[src/rtl/rs_pkg.sv]
// rtl/rs_pkg.sv - shared widths, RSOP codes and entry type for the reservation station
package rs_pkg;

  localparam int RS_NUM_ENTRIES = 4;
  localparam int RS_TAG_W       = 4;
  localparam int RS_DATA_W      = 32;
  localparam int RS_OP_W        = 5;

  localparam logic [RS_OP_W-1:0] RSOP_AND  = 5'b00000;
  localparam logic [RS_OP_W-1:0] RSOP_OR   = 5'b00001;
  localparam logic [RS_OP_W-1:0] RSOP_ADD  = 5'b00010;
  localparam logic [RS_OP_W-1:0] RSOP_XOR  = 5'b00011;
  localparam logic [RS_OP_W-1:0] RSOP_SLTU = 5'b00100;
  localparam logic [RS_OP_W-1:0] RSOP_NOR  = 5'b00101;
  localparam logic [RS_OP_W-1:0] RSOP_SUB  = 5'b00111;
  localparam logic [RS_OP_W-1:0] RSOP_NOP  = 5'b01000;
  localparam logic [RS_OP_W-1:0] RSOP_BEQ  = 5'b11110;
  localparam logic [RS_OP_W-1:0] RSOP_BNE  = 5'b11111;

  // One station slot at the default widths
  typedef struct packed {
    logic                 valid;
    logic [RS_OP_W-1:0]   op;
    logic [RS_TAG_W-1:0]  dest;
    logic [RS_DATA_W-1:0] vj;
    logic [RS_DATA_W-1:0] vk;
    logic [RS_TAG_W-1:0]  qj;
    logic [RS_TAG_W-1:0]  qk;
    logic                 pj;
    logic                 pk;
  } rs_entry_t;

endpackage

[src/rtl/rr_arbiter.sv]
// rtl/rr_arbiter.sv - combinational round-robin pick of the first request at or after ptr
module rr_arbiter #(
  parameter int N     = 4,
  parameter int IDX_W = 2
) (
  input  logic [N-1:0]     req,
  input  logic [IDX_W-1:0] ptr,
  output logic [N-1:0]     grant,
  output logic [IDX_W-1:0] grant_idx,
  output logic             grant_valid
);

  logic [IDX_W-1:0] cand;

  // walk the ring starting at ptr; N is a power of two so the index add wraps naturally
  always_comb begin
    grant       = '0;
    grant_idx   = '0;
    grant_valid = 1'b0;
    cand        = '0;
    for (int k = 0; k < N; k++) begin
      cand = ptr + IDX_W'(k);
      if (!grant_valid && req[cand]) begin
        grant_valid = 1'b1;
        grant_idx   = cand;
        grant[cand] = 1'b1;
      end
    end
  end

endmodule

[src/rtl/rs_issue_scheduler.sv]
// rtl/rs_issue_scheduler.sv - reservation station with CDB wakeup and RR issue to one ALU (optional RS_PERF_CNT_EN counters)
module rs_issue_scheduler
  import rs_pkg::*;
#(
  parameter int NUM_ENTRIES = RS_NUM_ENTRIES,
  parameter int TAG_W       = RS_TAG_W,
  parameter int DATA_W      = RS_DATA_W,
  parameter int OP_W        = RS_OP_W
) (
  input  logic                clk,
  input  logic                rst,
  input  logic                flush,
  input  logic                disp_valid,
  output logic                disp_ready,
  input  logic [OP_W-1:0]     disp_op,
  input  logic [TAG_W-1:0]    disp_dest,
  input  logic [DATA_W-1:0]   disp_vj,
  input  logic [DATA_W-1:0]   disp_vk,
  input  logic [TAG_W-1:0]    disp_qj,
  input  logic [TAG_W-1:0]    disp_qk,
  input  logic                disp_qj_pend,
  input  logic                disp_qk_pend,
  input  logic                cdb_valid,
  input  logic [TAG_W-1:0]    cdb_tag,
  input  logic [DATA_W-1:0]   cdb_data,
  output logic                issue_valid,
  input  logic                issue_ready,
  output logic [OP_W-1:0]     issue_op,
  output logic [DATA_W-1:0]   issue_a,
  output logic [DATA_W-1:0]   issue_b,
  output logic [TAG_W-1:0]    issue_dest
`ifdef RS_PERF_CNT_EN
  ,
  output logic [15:0]                    perf_stall_cnt,
  output logic [15:0]                    perf_issue_cnt,
  output logic [$clog2(NUM_ENTRIES):0]   perf_occupancy
`endif
);

  localparam int IDX_W = $clog2(NUM_ENTRIES);

  logic [NUM_ENTRIES-1:0] ent_valid, ent_pj, ent_pk;
  logic [OP_W-1:0]        ent_op   [NUM_ENTRIES];
  logic [TAG_W-1:0]       ent_dest [NUM_ENTRIES];
  logic [DATA_W-1:0]      ent_vj   [NUM_ENTRIES];
  logic [DATA_W-1:0]      ent_vk   [NUM_ENTRIES];
  logic [TAG_W-1:0]       ent_qj   [NUM_ENTRIES];
  logic [TAG_W-1:0]       ent_qk   [NUM_ENTRIES];

  logic [NUM_ENTRIES-1:0] ent_ready, grant;
  logic [IDX_W-1:0]       rr_ptr, grant_idx, free_idx;
  logic                   grant_valid, free_any, load, disp_fire, byp_j, byp_k;

  // selection sees only registered pending bits, so a same-cycle wakeup is not yet eligible
  assign ent_ready  = ent_valid & ~ent_pj & ~ent_pk;
  assign load       = ~issue_valid | issue_ready;
  assign disp_ready = free_any;
  assign disp_fire  = disp_valid & free_any;
  assign byp_j      = disp_qj_pend & cdb_valid & (cdb_tag == disp_qj);
  assign byp_k      = disp_qk_pend & cdb_valid & (cdb_tag == disp_qk);

  // lowest-index free slot from registered valid bits; a slot freed this cycle is not offered
  always_comb begin
    free_idx = '0;
    free_any = 1'b0;
    for (int i = NUM_ENTRIES - 1; i >= 0; i--) begin
      if (!ent_valid[i]) begin
        free_idx = IDX_W'(i);
        free_any = 1'b1;
      end
    end
  end

  rr_arbiter #(.N(NUM_ENTRIES), .IDX_W(IDX_W)) u_arb (
    .req         (ent_ready),
    .ptr         (rr_ptr),
    .grant       (grant),
    .grant_idx   (grant_idx),
    .grant_valid (grant_valid)
  );

  // entry state: CDB wakeup, release on issue, dispatch write with bypass; flush drops all
  always_ff @(posedge clk or posedge rst) begin
    if (rst) begin
      ent_valid <= '0;
      ent_pj    <= '0;
      ent_pk    <= '0;
      for (int i = 0; i < NUM_ENTRIES; i++) begin
        ent_op[i]   <= '0;
        ent_dest[i] <= '0;
        ent_vj[i]   <= '0;
        ent_vk[i]   <= '0;
        ent_qj[i]   <= '0;
        ent_qk[i]   <= '0;
      end
    end else if (flush) begin
      ent_valid <= '0;
    end else begin
      for (int i = 0; i < NUM_ENTRIES; i++) begin
        if (ent_valid[i] && ent_pj[i] && cdb_valid && (ent_qj[i] == cdb_tag)) begin
          ent_vj[i] <= cdb_data;
          ent_pj[i] <= 1'b0;
        end
        if (ent_valid[i] && ent_pk[i] && cdb_valid && (ent_qk[i] == cdb_tag)) begin
          ent_vk[i] <= cdb_data;
          ent_pk[i] <= 1'b0;
        end
        if (load && grant[i]) begin
          ent_valid[i] <= 1'b0;
        end
        if (disp_fire && (free_idx == IDX_W'(i))) begin
          ent_valid[i] <= 1'b1;
          ent_op[i]    <= disp_op;
          ent_dest[i]  <= disp_dest;
          ent_qj[i]    <= disp_qj;
          ent_qk[i]    <= disp_qk;
          ent_vj[i]    <= byp_j ? cdb_data : disp_vj;
          ent_vk[i]    <= byp_k ? cdb_data : disp_vk;
          ent_pj[i]    <= disp_qj_pend & ~byp_j;
          ent_pk[i]    <= disp_qk_pend & ~byp_k;
        end
      end
    end
  end

  // issue register: refills whenever empty or being consumed; holds steady under backpressure
  always_ff @(posedge clk or posedge rst) begin
    if (rst) begin
      issue_valid <= 1'b0;
      issue_op    <= '0;
      issue_a     <= '0;
      issue_b     <= '0;
      issue_dest  <= '0;
    end else if (flush) begin
      issue_valid <= 1'b0;
    end else if (load) begin
      issue_valid <= grant_valid;
      if (grant_valid) begin
        issue_op   <= ent_op[grant_idx];
        issue_a    <= ent_vj[grant_idx];
        issue_b    <= ent_vk[grant_idx];
        issue_dest <= ent_dest[grant_idx];
      end
    end
  end

  // round-robin pointer moves just past the entry that was taken
  always_ff @(posedge clk or posedge rst) begin
    if (rst) begin
      rr_ptr <= '0;
    end else if (flush) begin
      rr_ptr <= '0;
    end else if (load && grant_valid) begin
      rr_ptr <= grant_idx + 1'b1;
    end
  end

`ifdef RS_PERF_CNT_EN
  // saturating stall and accepted-issue counters; only rst clears them
  always_ff @(posedge clk or posedge rst) begin
    if (rst) begin
      perf_stall_cnt <= '0;
      perf_issue_cnt <= '0;
    end else begin
      if (disp_valid && !disp_ready && (perf_stall_cnt != 16'hFFFF)) begin
        perf_stall_cnt <= perf_stall_cnt + 16'd1;
      end
      if (issue_valid && issue_ready && (perf_issue_cnt != 16'hFFFF)) begin
        perf_issue_cnt <= perf_issue_cnt + 16'd1;
      end
    end
  end

  // live population count of valid entries
  always_comb begin
    perf_occupancy = '0;
    for (int i = 0; i < NUM_ENTRIES; i++) begin
      perf_occupancy = perf_occupancy + (IDX_W + 1)'(ent_valid[i]);
    end
  end
`endif

endmodule

[config.mk]
export PLATFORM = sky130hd
export DESIGN_NAME = rs_issue_scheduler
export DESIGN_NICKNAME = d
export VERILOG_FILES = /design/src/rtl/rs_pkg.sv /design/src/rtl/rr_arbiter.sv /design/src/rtl/rs_issue_scheduler.sv
export SDC_FILE = /design/constraint.sdc
export NUM_CORES = 1
export LEC_CHECK = 0
export CAP_MARGIN = 25
export CORE_AREA = 2 2 195 197
export DETAILED_ROUTE_END_ITERATION = 10
export DIE_AREA = 0 0 197 199
export PLACE_DENSITY = 0.78
export SLEW_MARGIN = 20
export SYNTH_ARGS = -nofsm -noshare
export SYNTH_HDL_FRONTEND = slang
export SYNTH_SLANG_ARGS = --single-unit
[constraint.sdc]
create_clock -name clk -period 18.3 [get_ports clk]
set_input_delay 3.66 -clock clk [delete_from_list [all_inputs] [get_ports clk]]
set_output_delay 3.66 -clock clk [all_outputs]
set_load 0.02 [all_outputs]
==> Word-level counts from Yosys, hierarchy flattened <==
Index checks and enable logic that the tools add are counted.
{ "op_classes": {"addsub": 4, "magnitude_cmp": 9, "eq_ne": 13, "n_mux": 95, "bitwise": 20, "n_reduce_logical": 71} }
{ "ops": {"columns": ["operator", "n"], "rows": [
  ["two-way mux 32 bit", 22],
  ["binary-select mux 32 bit (select 2 bit)", 2],
  ["two-way mux 1 bit", 42],
  ["equality test 4 bit", 10],
  ["logical AND 1 bit", 40],
  ["two-way mux 4 bit", 7],
  ["AND reduction 2 bit", 12],
  ["two-way mux 2 bit", 10],
  ["nonzero test 2 bit", 10],
  ["< comparator 2 x 3 -> 1 bit, second input constant", 4],
  ["OR 4 bit", 3],
  ["nonzero test 3 bit", 4],
  ["binary-select mux 5 bit (select 2 bit)", 1],
  ["two-way mux 5 bit", 2],
  ["AND 4 bit", 2],
  ["binary-select mux 1 bit (select 2 bit)", 4],
  ["binary-select mux 4 bit (select 2 bit)", 1],
  ["demux 1 bit (select 2 bit)", 4],
  [">= comparator 2 x 1 -> 1 bit, second input constant", 4],
  ["NOT 4 bit", 2],
  ["AND 1 bit", 7],
  ["adder 2 x 1 -> 2 bit, second input constant", 2],
  ["adder 2 bit, second input constant", 2],
  ["equality test 2 bit, second input constant", 2],
  ["8 further kinds", 13]
]} }
{ "word_totals": {"reg_bits": 412, "input_bits": 125, "wordCells": 254} }

==> Depth between registers and ports, before layout <==
Gate-level depths: netlist of the first run.
{ "logic_depth": {"ltp_word": 19, "mapped_depth": 14, "ltp_nobuf": 8} }

==> Hierarchy <==
A second synthesis of the first run with hierarchy kept.
{ "hier_totals": {"cells_unflattened": 1692, "area_unflattened_um2": 20564.7} }
{ "by_module_without_submodules": {"columns": ["mod", "n_inst", "cells_each", "area_per_inst_um2"], "rows": [
  ["rs_issue_scheduler", 1, 1647, 20145.6],
  ["rr_arbiter", 1, 45, 419.2]
]} }

==> Worst setup path after synthesis of the first run <==
OpenSTA, ideal clock, no wires.
{ "synth_path": {"kind": "input to register", "start": "input port cdb_tag[1]", "end": "register ent_vj[60] (netlist name)", "setup_time_ps": 135, "t_arrival_ps": 5309, "required_time_ps": 18165, "setup_slack_ps": 12856, "path_stages": 9, "path_cell_list": "buf_2 xnor2_1 nand3_1 nor4_1 nand3b_1 buf_2 buf_4 mux2i_1 o21ai_0"} }
{ "synth_between": {"elab_chain_cells": 4, "elab_cells_between_ends": 8, "classes_between": "2 x eq/ne; 2 x mux; 1 x bitwise; 3 x reduce/logical"} }
{ "synth_lines": {"columns": ["element", "line_no", "rtl"], "rows": [
  ["from (decl)", "rs_issue_scheduler.sv:24", "input logic [TAG_W-1:0] cdb_tag,"],
  ["equality test 4 bit, on equally long branches", "rs_issue_scheduler.sv:59, rs_issue_scheduler.sv:100", null],
  ["AND 1 bit / logical AND 1 bit (equally long branches)", "rs_issue_scheduler.sv:59, rs_issue_scheduler.sv:100", null],
  ["two-way mux 32 bit / nonzero test 2 bit (equally long branches)", null, null],
  ["two-way mux 32 bit / AND reduction 2 bit (equally long branches)", null, null],
  ["to (signal, indexed assignment)", "rs_issue_scheduler.sv:101", "ent_vj[i] <= cdb_data;"],
  ["to (signal, indexed assignment)", "rs_issue_scheduler.sv:117", "ent_vj[i] <= byp_j ? cdb_data : disp_vj;"],
  ["to (decl)", "rs_issue_scheduler.sv:45", "logic [DATA_W-1:0] ent_vj [NUM_ENTRIES];"]
]} }
Parallel ways exist; a longest one is shown, timed or not.
A chain may end at the register's enable or synchronous reset.

==> Worst setup path in the final report of the first run <==
{ "layout_path": {"start": "input port flush", "end": "register issue_a[31]"} }
{ "layout_between": {"elab_chain_cells": 2} }
{ "layout_lines": {"columns": ["element", "line_no", "rtl"], "rows": [
  ["from (decl)", "rs_issue_scheduler.sv:12", "input logic flush,"],
  ["NOT 1 bit (no line)", null, null],
  ["AND reduction 3 bit (no line)", null, null],
  ["to (signal assigned)", "rs_issue_scheduler.sv:140", "issue_a <= ent_vj[grant_idx];"],
  ["to (decl)", "rs_issue_scheduler.sv:29", "output logic [DATA_W-1:0] issue_a,"]
]} }
Every way passes these cells.

==> flow_summary.toml, run 1 <==
[sta]
finalCritPeriodShare_pct = 38.9
relSlewSlack_pct = 29.4
rsz0062_at_grt = "false"
skew_ns = 0.0147
setup_violations = 0
hold_violations = 0
min_period_ns = 7.11
slew_violations = 0
fmax_mhz = 141
tightest_slew_ns = 1.06
finalSetupTns_ns = 0

[worst_setup_path]
r2r-end = "issue_a[31]"
r2r_start = "rr_ptr[0]"
start_kind = "primary input"
arrival_ns = 7.51
rrSetupSlack_ns = 12.48
cp_max_fo = 74
cp-end-kind = "register"
criticalPathCategory = "in2reg"
required_ns = 18.70
r2r_cells = 10

[hold_path]
hp-start = "ent_op[5]"
hold_path.class = "reg2reg"
hold_depth = 2
hold_end = "ent_op[5]"

[job]
cap_violations = 0

[global_routing]
grt_pass1_wl_mm = 90.7
grt_antenna_before_repair = 4
grt_usage_pct = 29.4
grt.overflow.total = 0
grt_max_degree = 180
grt_pass1_vias = 16506

[synth]
synth_flop_cell = "dfrtp_1"
syn_nets = 2082
syn_avg_cell_area_um2 = 10.9
ys_types = 73
synth_warnings = 0
syn_area_mm2 = 0.0212
synthArstFlopShare_pct = 100
synth_edf_count = 0
syn_inst = 1949
ys_ff_latch = 412
ys_seq_area_share_pct = 48.7

[power]
p_leak_nw = 10.9
p_comb_share_pct = 35.2
switching_share_pct = 35.3
p_per_area_mw_per_mm2 = 145
p_int_w = 0.00233
finalPower_w = 0.00361
switching_power_w = 0.00128
vdd_drop_max_v = 0.000113
p_seq_share_pct = 38.3
clkPwrFrac_pct = 26.5

[clock_tree]
htreeDepth = 2
cts_buffer_depth = 3
cts_inserted_buffers = 44
insertion_delay_ns = 0.57
cts_hold_buffers = 0
cts_tree = "built"
cts_sinks = 412
post_cts_buffers = 0
ctsResizeCount = 0
root_buffer = "clkbuf_16"
clkSlewWorstSetupHoldPaths_ns = 0.06

[floorplan]
core.rowCount = 71
start_util_pct = 57.0
dieArea_mm2 = 0.0392
io_pins = 200
die_w_um = 197
coreArea_mm2 = 0.0371
fp.dieH_um = 199

[routing]
postRouteAntennaNets = 0
dr.first_iter.drc_count = 985
wl_per_cell_um = 22.1
drc_errors = 0
num_vias = 15627
dr.pass1.iters = 6
via_per_inst = 6.11
routed_wl_mm = 56.6

[place]
hpwl_mm = 34.2
portBuffers = 199
gp_congestion = 0.817

[finish]
drive_gt1_share_pct = 12.7
fillCellCount = 2839
mostFrequentLayoutCells = "dfrtp_1 (412), mux2i_1 (404), nand2_1 (270), clkdlybuf4s50_1 (199), o21ai_0 (136)"
fin_nets = 2181
area_growth_pct = 17.2
layout_commonest_cell = "dfrtp_1"

[outcome]
status = "completed"
[worst max-delay path: stages]
cell and delay [ns]:
clkdlybuf4s50_1 0.63, clkinv_1 0.34, o211ai_1 0.22, buf_4 0.83, or2_4 0.59, buf_4 0.91, o221ai_1 0.25
[final cells by class]
cell class / instances / area [um2] / share of cell area (%)
multi-input combinational: 1350 / 10100 / 40.6
clock inverter: 19 / 277 / 1.11
inverter: 13 / 56.3 / 0.227
antenna: 2 / 5.00 / 0.0202
sequential: 412 / 10300 / 41.5
timing repair buffer: 227 / 2230 / 9.00
tap: 474 / 593 / 2.39
clock buffer: 61 / 1280 / 5.14
[synthesized netlist by cell type (16+ instances only)]
cell      count  area share (%)
a21oi_1     102             2.4
o21ai_0     136             3.2
nand2_1     274             4.9
clkbuf_1     88             1.6
xor2_1       17            0.70
buf_4        16            0.57
mux2i_1     404              19
xnor2_1      22            0.91
o221ai_2     70             5.0
buf_2        45             1.1
dfrtp_1     412              49
o21ai_1      31            0.73
mux2_2       60             3.2
nor2_1      107             1.9
[cell families after synthesis]
family	Yosys count	synth area share (%)
simple gates	446	8.96
buf+inv	187	4.36
fa+ha+maj	8	0.473
flops	412	48.7
xor+xnor	39	1.61
compound gates	392	13.5
mux	465	22.4
[worst max path at each step]
stage	from	to	slack, ns
global route	flush	issue_b[31]	11.02
finish	flush	issue_a[31]	11.19
detailed placement	flush	issue_op[4]	10.64
global placement	flush	issue_b[31]	10.69
CTS	flush	issue_a[31]	11.23
floorplan	rst	ent_dest[0]	3.18
[routing by layer]
layer  part of all wire, %  wire, um  GRT usage (%)  up-vias
met2                    50     28100           50.6      520
met5                 0.044        25              0        -
met3                   5.8      3310           4.05      110
met4                   2.8      1600           10.5        4
li1                      -         -              -     7127
met1                    42     23600           38.4     7866
[flip-flops by register name, summed over array words and instances, names as in the netlist, 5 cells and up]
name / flops
ent_vj: 128
ent_vk: 128
issue_a: 32
issue_b: 32
ent_op: 20
ent_dest: 16
ent_qj: 16
ent_qk: 16
issue_op: 5
[metrics by stage]
| stage | worst slack, ns | util, % | instances | hold slack [ns] | instance area [um2] |
|---|---|---|---|---|---|
| 2_1_floorplan | 3.18 | - | 1949 | 0.445 | 21200 |
| 3_3_place_gp | 10.69 | 62.6 | 2475 | 0.457 | 23200 |
| 3_5_place_dp | 10.64 | 62.6 | 2476 | 0.466 | 23300 |
| 4_1_cts | 11.23 | 66.8 | 2556 | 0.480 | 24800 |
| 5_1_grt | 11.02 | 66.8 | 2557 | 0.501 | 24800 |
| 6_report | 11.19 | 66.8 | 2558 | 0.478 | 24800 |
[power groups by stage]
stage	Clock, W	Sequential [W]	Combinational, W
detailed placement	0	0.00139	0.00127
global placement	0	0.00138	0.00123
global route	0.00100	0.00141	0.00138
floorplan	0	0.00141	0.000849
finish	0.000955	0.00138	0.00127
CTS	0.000967	0.00138	0.00128
Power figures use the tool's default switching activity.
==> run 2: changes to the inputs <==
--- a/config.mk
+++ b/config.mk
@@ -6,10 +6,10 @@
 export NUM_CORES = 1
 export LEC_CHECK = 0
 export CAP_MARGIN = 25
-export CORE_AREA = 2 2 195 197
+export CORE_AREA = 2 2 205 207
 export DETAILED_ROUTE_END_ITERATION = 10
-export DIE_AREA = 0 0 197 199
-export PLACE_DENSITY = 0.78
+export DIE_AREA = 0 0 207 209
+export PLACE_DENSITY = 0.74
 export SLEW_MARGIN = 20
 export SYNTH_ARGS = -nofsm -noshare
 export SYNTH_HDL_FRONTEND = slang
==> constraint.sdc (replaced) <==
create_clock -name clk -period 6.05 [get_ports clk]
set_input_delay 1.21 -clock clk [delete_from_list [all_inputs] [get_ports clk]]
set_output_delay 1.21 -clock clk [all_outputs]
set_load 0.02 [all_outputs]
==> run 2 against run 1 <==
Critical path type is now reg2reg; utilization decreased by 6.6 points; cell count increased by 2.7%; routed wire length increased by 2.0%.
==> flow_summary.toml, run 2 (synthesis results as in run 1) <==
[finish]
final_area_mm2 = 0.0249
reg_top3 = "ent_vj (128), ent_vk (128)"
mostFrequentLayoutCells = "dfrtp_1 (412), mux2i_1 (404), nand2_1 (270), clkdlybuf4s50_1 (199), o21ai_0 (136)"
area_growth_pct = 17.5
layout_commonest_cell = "dfrtp_1"
drive_gt1_share_pct = 12.7
fin_nets = 2189

[routing]
postRouteAntennaNets = 0
routed_wl_mm = 57.8
wl_met1_mm = 25.1
num_vias = 15588
highest_layer = "met5"
wl_per_cell_um = 22.0
via_per_inst = 5.93
drc_errors = 0
dr.pass1.iters = 5
met3_wirelength_mm = 3.84
met2_length_mm = 27.5
dr.first_iter.drc_count = 1200

[sta]
slew_violations = 0
finalSetupTns_ns = 0
hold_violations = 0
rsz0062_at_grt = "false"
setup_violations = 0
fin_ws_ns = 1.50
skew_ns = 0.0164
min_period_ns = 4.55
fmax_mhz = 220
finalCritPeriodShare_pct = 75.1
tightest_slew_ns = 1.12
relSlewSlack_pct = 25.6

[worst_setup_path]
crit_buf_inv = 2
arrival_ns = 4.96
rrSetupSlack_ns = 1.50
required_ns = 6.46
cp-end-kind = "register"
crit_slowest_cell = "dfrtp_1"
crit_family = "simple AND/OR/NAND/NOR gates"
criticalPathCategory = "reg2reg"
r2r_cells = 9
max_stage_delay_ns = 0.85
start_kind = "register"
cp_cell_sequence = "inv_1 > ha_1 > nor4b_1 > or3_1 > nand2_1 > a32oi_1 > or2_4 > buf_12 > o221ai_1"
cp_max_fo = 34
crit_cells = 9

[clock_tree]
cts_inserted_buffers = 45
cts_buffer_depth = 3
cts_sinks = 412
cts_hold_buffers = 0
ctsResizeCount = 0
clkSlewWorstSetupHoldPaths_ns = 0.06
root_buffer = "clkbuf_16"
cts_tree = "built"
post_cts_buffers = 0
htreeDepth = 2
insertion_delay_ns = 0.57

[power]
p_int_w = 0.00689
switching_power_w = 0.00386
p_comb_share_pct = 36.3
vdd_drop_max_v = 0.000313
p_leak_nw = 10.9
switching_share_pct = 35.9
p_seq_share_pct = 38.8
clkPwrFrac_pct = 25.0
p_per_area_mw_per_mm2 = 432

[global_routing]
grt_antenna_before_repair = 10
grt_max_degree = 164
grt_pass1_vias = 16274
grt_pass1_wl_mm = 92.8
grt.overflow.total = 0
grt_usage_pct = 26.9

[floorplan]
dieArea_mm2 = 0.0433
start_util_pct = 51.3
fp.dieH_um = 209
io_pins = 200
coreArea_mm2 = 0.0413
core.rowCount = 75
die_w_um = 207

[place]
hpwl_mm = 36.0
gp_congestion = 0.832
dp_worst_setup_slack_ns = 1.21
portBuffers = 199
place_area_mm2 = 0.0234

[outcome]
status = "completed"

[hold_path]
hold_path.class = "reg2reg"
hold_depth = 2

[job]
cap_violations = 0
run 2: metrics by stage:
stage | utilization [%] | hold slack, ns | power [W] | instances
2_1_floorplan | - | 0.445 | 0.00685 | 1949
5_1_grt | 60.3 | 0.494 | 0.0114 | 2625
4_1_cts | 60.2 | 0.476 | 0.0108 | 2622
6_report | 60.3 | 0.473 | 0.0108 | 2628
3_5_place_dp | 56.8 | 0.462 | 0.00810 | 2547
3_3_place_gp | 56.8 | 0.459 | 0.00796 | 2546
run 2: area by class of cell:
type | count | area [um2]
Multi-Input combinational cell | 1350 | 10100
Antenna cell | 5 | 12.5
Tap cell | 539 | 674
Clock inverter | 9 | 76.3
Inverter | 13 | 52.6
Fill cell | 3377 | 16400
Sequential cell | 412 | 10300
Timing Repair Buffer | 234 | 2330
Clock buffer | 66 | 1350
run 2: metal layers:
metal  vias to the layer above  GRT usage (%)
li1                       7133              -
met1                      7906           36.0
met2                       452           43.6
met3                        87           6.49
met4                        10           7.91
met5                         -              0
run 2: worst register-to-register path, delay by kind of cell (launching register included):
| kind | cells | cell delay (ns) |
|---|---|---|
| AND/OR/NAND/NOR | 4 | 1.68 |
| buffers and inverters | 2 | 0.68 |
| adder cells (fa/ha/maj) | 1 | 0.54 |
| flip-flops | 1 | 0.85 |
| AO/OA/AOI/OAI | 2 | 0.65 |
run 2: power groups by stage:
stage               Clock [W]  Combinational, W  Sequential, W
finish                0.00269           0.00390        0.00417
detailed placement          0           0.00389        0.00420
CTS                   0.00273           0.00392        0.00417
global placement            0           0.00379        0.00417
floorplan                   0           0.00257        0.00428
global route          0.00285           0.00424        0.00427
run 2: final timing paths:
| check | start | endpoint |
|---|---|---|
| hold reg to reg | ent_op[9] | ent_op[9] |
| min in group asynchronous | rst | ent_vj[84] |
| setup reg to reg | rr_ptr[0] | issue_op[4] |
| setup / recovery | rr_ptr[0] | issue_op[4] |
| max in group asynchronous | rst | ent_vj[103] |
| hold / removal | ent_op[9] | ent_op[9] |
==> RTL change (settings of run 1) <==
Set the package constant `RS_DATA_W` to 16 (it was 32).
--- a/src/rtl/rs_pkg.sv
+++ b/src/rtl/rs_pkg.sv
@@ -4,5 +4,5 @@
   localparam int RS_NUM_ENTRIES = 4;
   localparam int RS_TAG_W       = 4;
-  localparam int RS_DATA_W      = 32;
+  localparam int RS_DATA_W      = 16;
   localparam int RS_OP_W        = 5;
 
Ports: changed (5 resized); port bits go from 200 to 120. No check against the original RTL was run, so the function may have changed too.
==> RTL change against run 1 <==
Combinational power is 44% lower; register-to-register slack better by 1.3 ns; sequential cell count is 160 lower; area after synthesis is 39% lower; cell area is 37% lower; power is 43% lower; clock skew is 0.0037 ns lower; hold slack worse by 0.0015 ns; worst setup slack better by 0.86 ns; largest cell class unchanged; routed wire length is 39% lower.
==> RTL change: results (changes against run 1) <==
antenna violations before repair 5 (+1); Seq/Total Area, Yosys 48.67% (about the same); combinational fraction of design power 34.4% (-0.8 points); Synth cell types 59 (-19%); Hold Path End ent_vk[33]$_DFFE_PP0P_; GP Congestion 0.8425 (+3.2%); IO Port Bufs 119 (-40%); share of cells above drive strength 1 16.45% (+3.8 points); Mapped Cells 1159 (-41%); WL/cell 19.81 µm (-11%); Leak 6.744 nW (-38%); largest net degree at the start of global routing 120 (-33%); Worst EP arrival 6.63 ns (-0.88 ns); drt first-iter violations 683 (-31%); Max Clock Skew 0.01104 ns (-0.003679 ns); Max-slew headroom 36.30% (+6.9 points); vias in the first global route 9669 (-41%); top post-synthesis cells by area dfrtp_1 (49%), mux2i_1 (16%), mux2_2 (5.6%), nand2_1 (5.4%), o21ai_0 (4.9%); Via Count 9333 (-40%); Synth top cells by count dfrtp_1 (252), mux2i_1 (211), nand2_1 (186); Worst R2R Start rr_ptr[0]$_DFFE_PP0P_; status finished, final reports clean; drt first pass iters 5 (-1); reg2reg end issue_a[13]$_DFFE_PP0P_; maximum vdd drop 0.0001024 V (-9.8%); # H-tree levels 1 (-1); Post-CTS Setup Bufs 0 (unchanged); GRT Resource Usage Total 17.54% (-12 points); P_clk 555 µW (-42%); largest registers ent_vj (64), ent_vk (64), ent_op (20); global-route wire length before repair 54260 µm (-40%); switching share of power 34.38% (-0.95 points); internal cell power 1.357 mW (-42%); maximum buffer depth of the clock tree 3 (unchanged); CP max FO 31 (-58%); internal reg-to-reg setup slack 13.79 ns (+1.31 ns); CTS buffer count 26 (-41%); hpwl dp 23220 µm (-32%); Hold Path Origin ent_vk[33]$_DFFE_PP0P_; final cell count without fillers 1733 (-32%); Final Net Count 1325 (-39%); Clock Latency Late Sink 0.52 ns (-0.05 ns); Reg2Reg Depth 9 (-1); hold_ws 0.4761 ns (-0.001476 ns)
[RTL change: how the worst max path moves through the flow]
stage | end | cells after the start | slack (ns)
6_report | issue_a[13]$_DFFE_PP0P_ | 6 | 12.04
5_1_grt | issue_b[5]$_DFFE_PP0P_ | 6 | 11.98
4_1_cts | issue_a[13]$_DFFE_PP0P_ | 5 | 11.87
3_5_place_dp | issue_b[5]$_DFFE_PP0P_ | 5 | 11.30
3_3_place_gp | issue_a[5]$_DFFE_PP0P_ | 5 | 11.44
2_1_floorplan | ent_dest[0]$_DFFE_PP0P_ | 1 | 7.71
[RTL change: layout make-up]
cell class | instances | area, µm²
Sequential cell | 252 | 6306
Tap cell | 474 | 593.1
Timing Repair Buffer | 145 | 1445
Antenna cell | 1 | 2.502
Multi-Input combinational cell | 804 | 6242
Clock buffer | 36 | 739.5
Fill cell | 3488 | 21610
Clock inverter | 10 | 150.1
Inverter | 11 | 48.80
[RTL change: stage by stage]
stage               cell area [µm²]  setup WS, ns
global placement              14520         11.44
floorplan                     12960         7.712
finish                        15530         12.04
CTS                           15460         11.87
detailed placement            14570         11.30
global route                  15520         11.98
[RTL change: per-layer routing]
metal / vias to the layer above / global-route usage (%) / wire length [µm]
met5: - / 0 / 63
met4: 8 / 3.732 / 685
met3: 52 / 2.950 / 1800
met2: 259 / 30.74 / 17360
met1: 4715 / 22.79 / 14420
li1: 4299 / - / -
[RTL change: cells by family after synthesis]
group | share of synthesized area, %
muxes | 22.04
and+or+nand+nor | 8.692
DFF | 48.67
AOI/OAI and AO/OA | 13.24
buffers and inverters | 4.017
xor gates and xnor gates | 2.569
adders and majority gates | 0.7726
[RTL change: critical path, stage by stage]
cell and delay, ns:
clkdlybuf4s50_1 1.01, nand2b_2 0.59, buf_16 0.24, or2_2 0.35
buf_4 0.57, o221ai_2 0.16
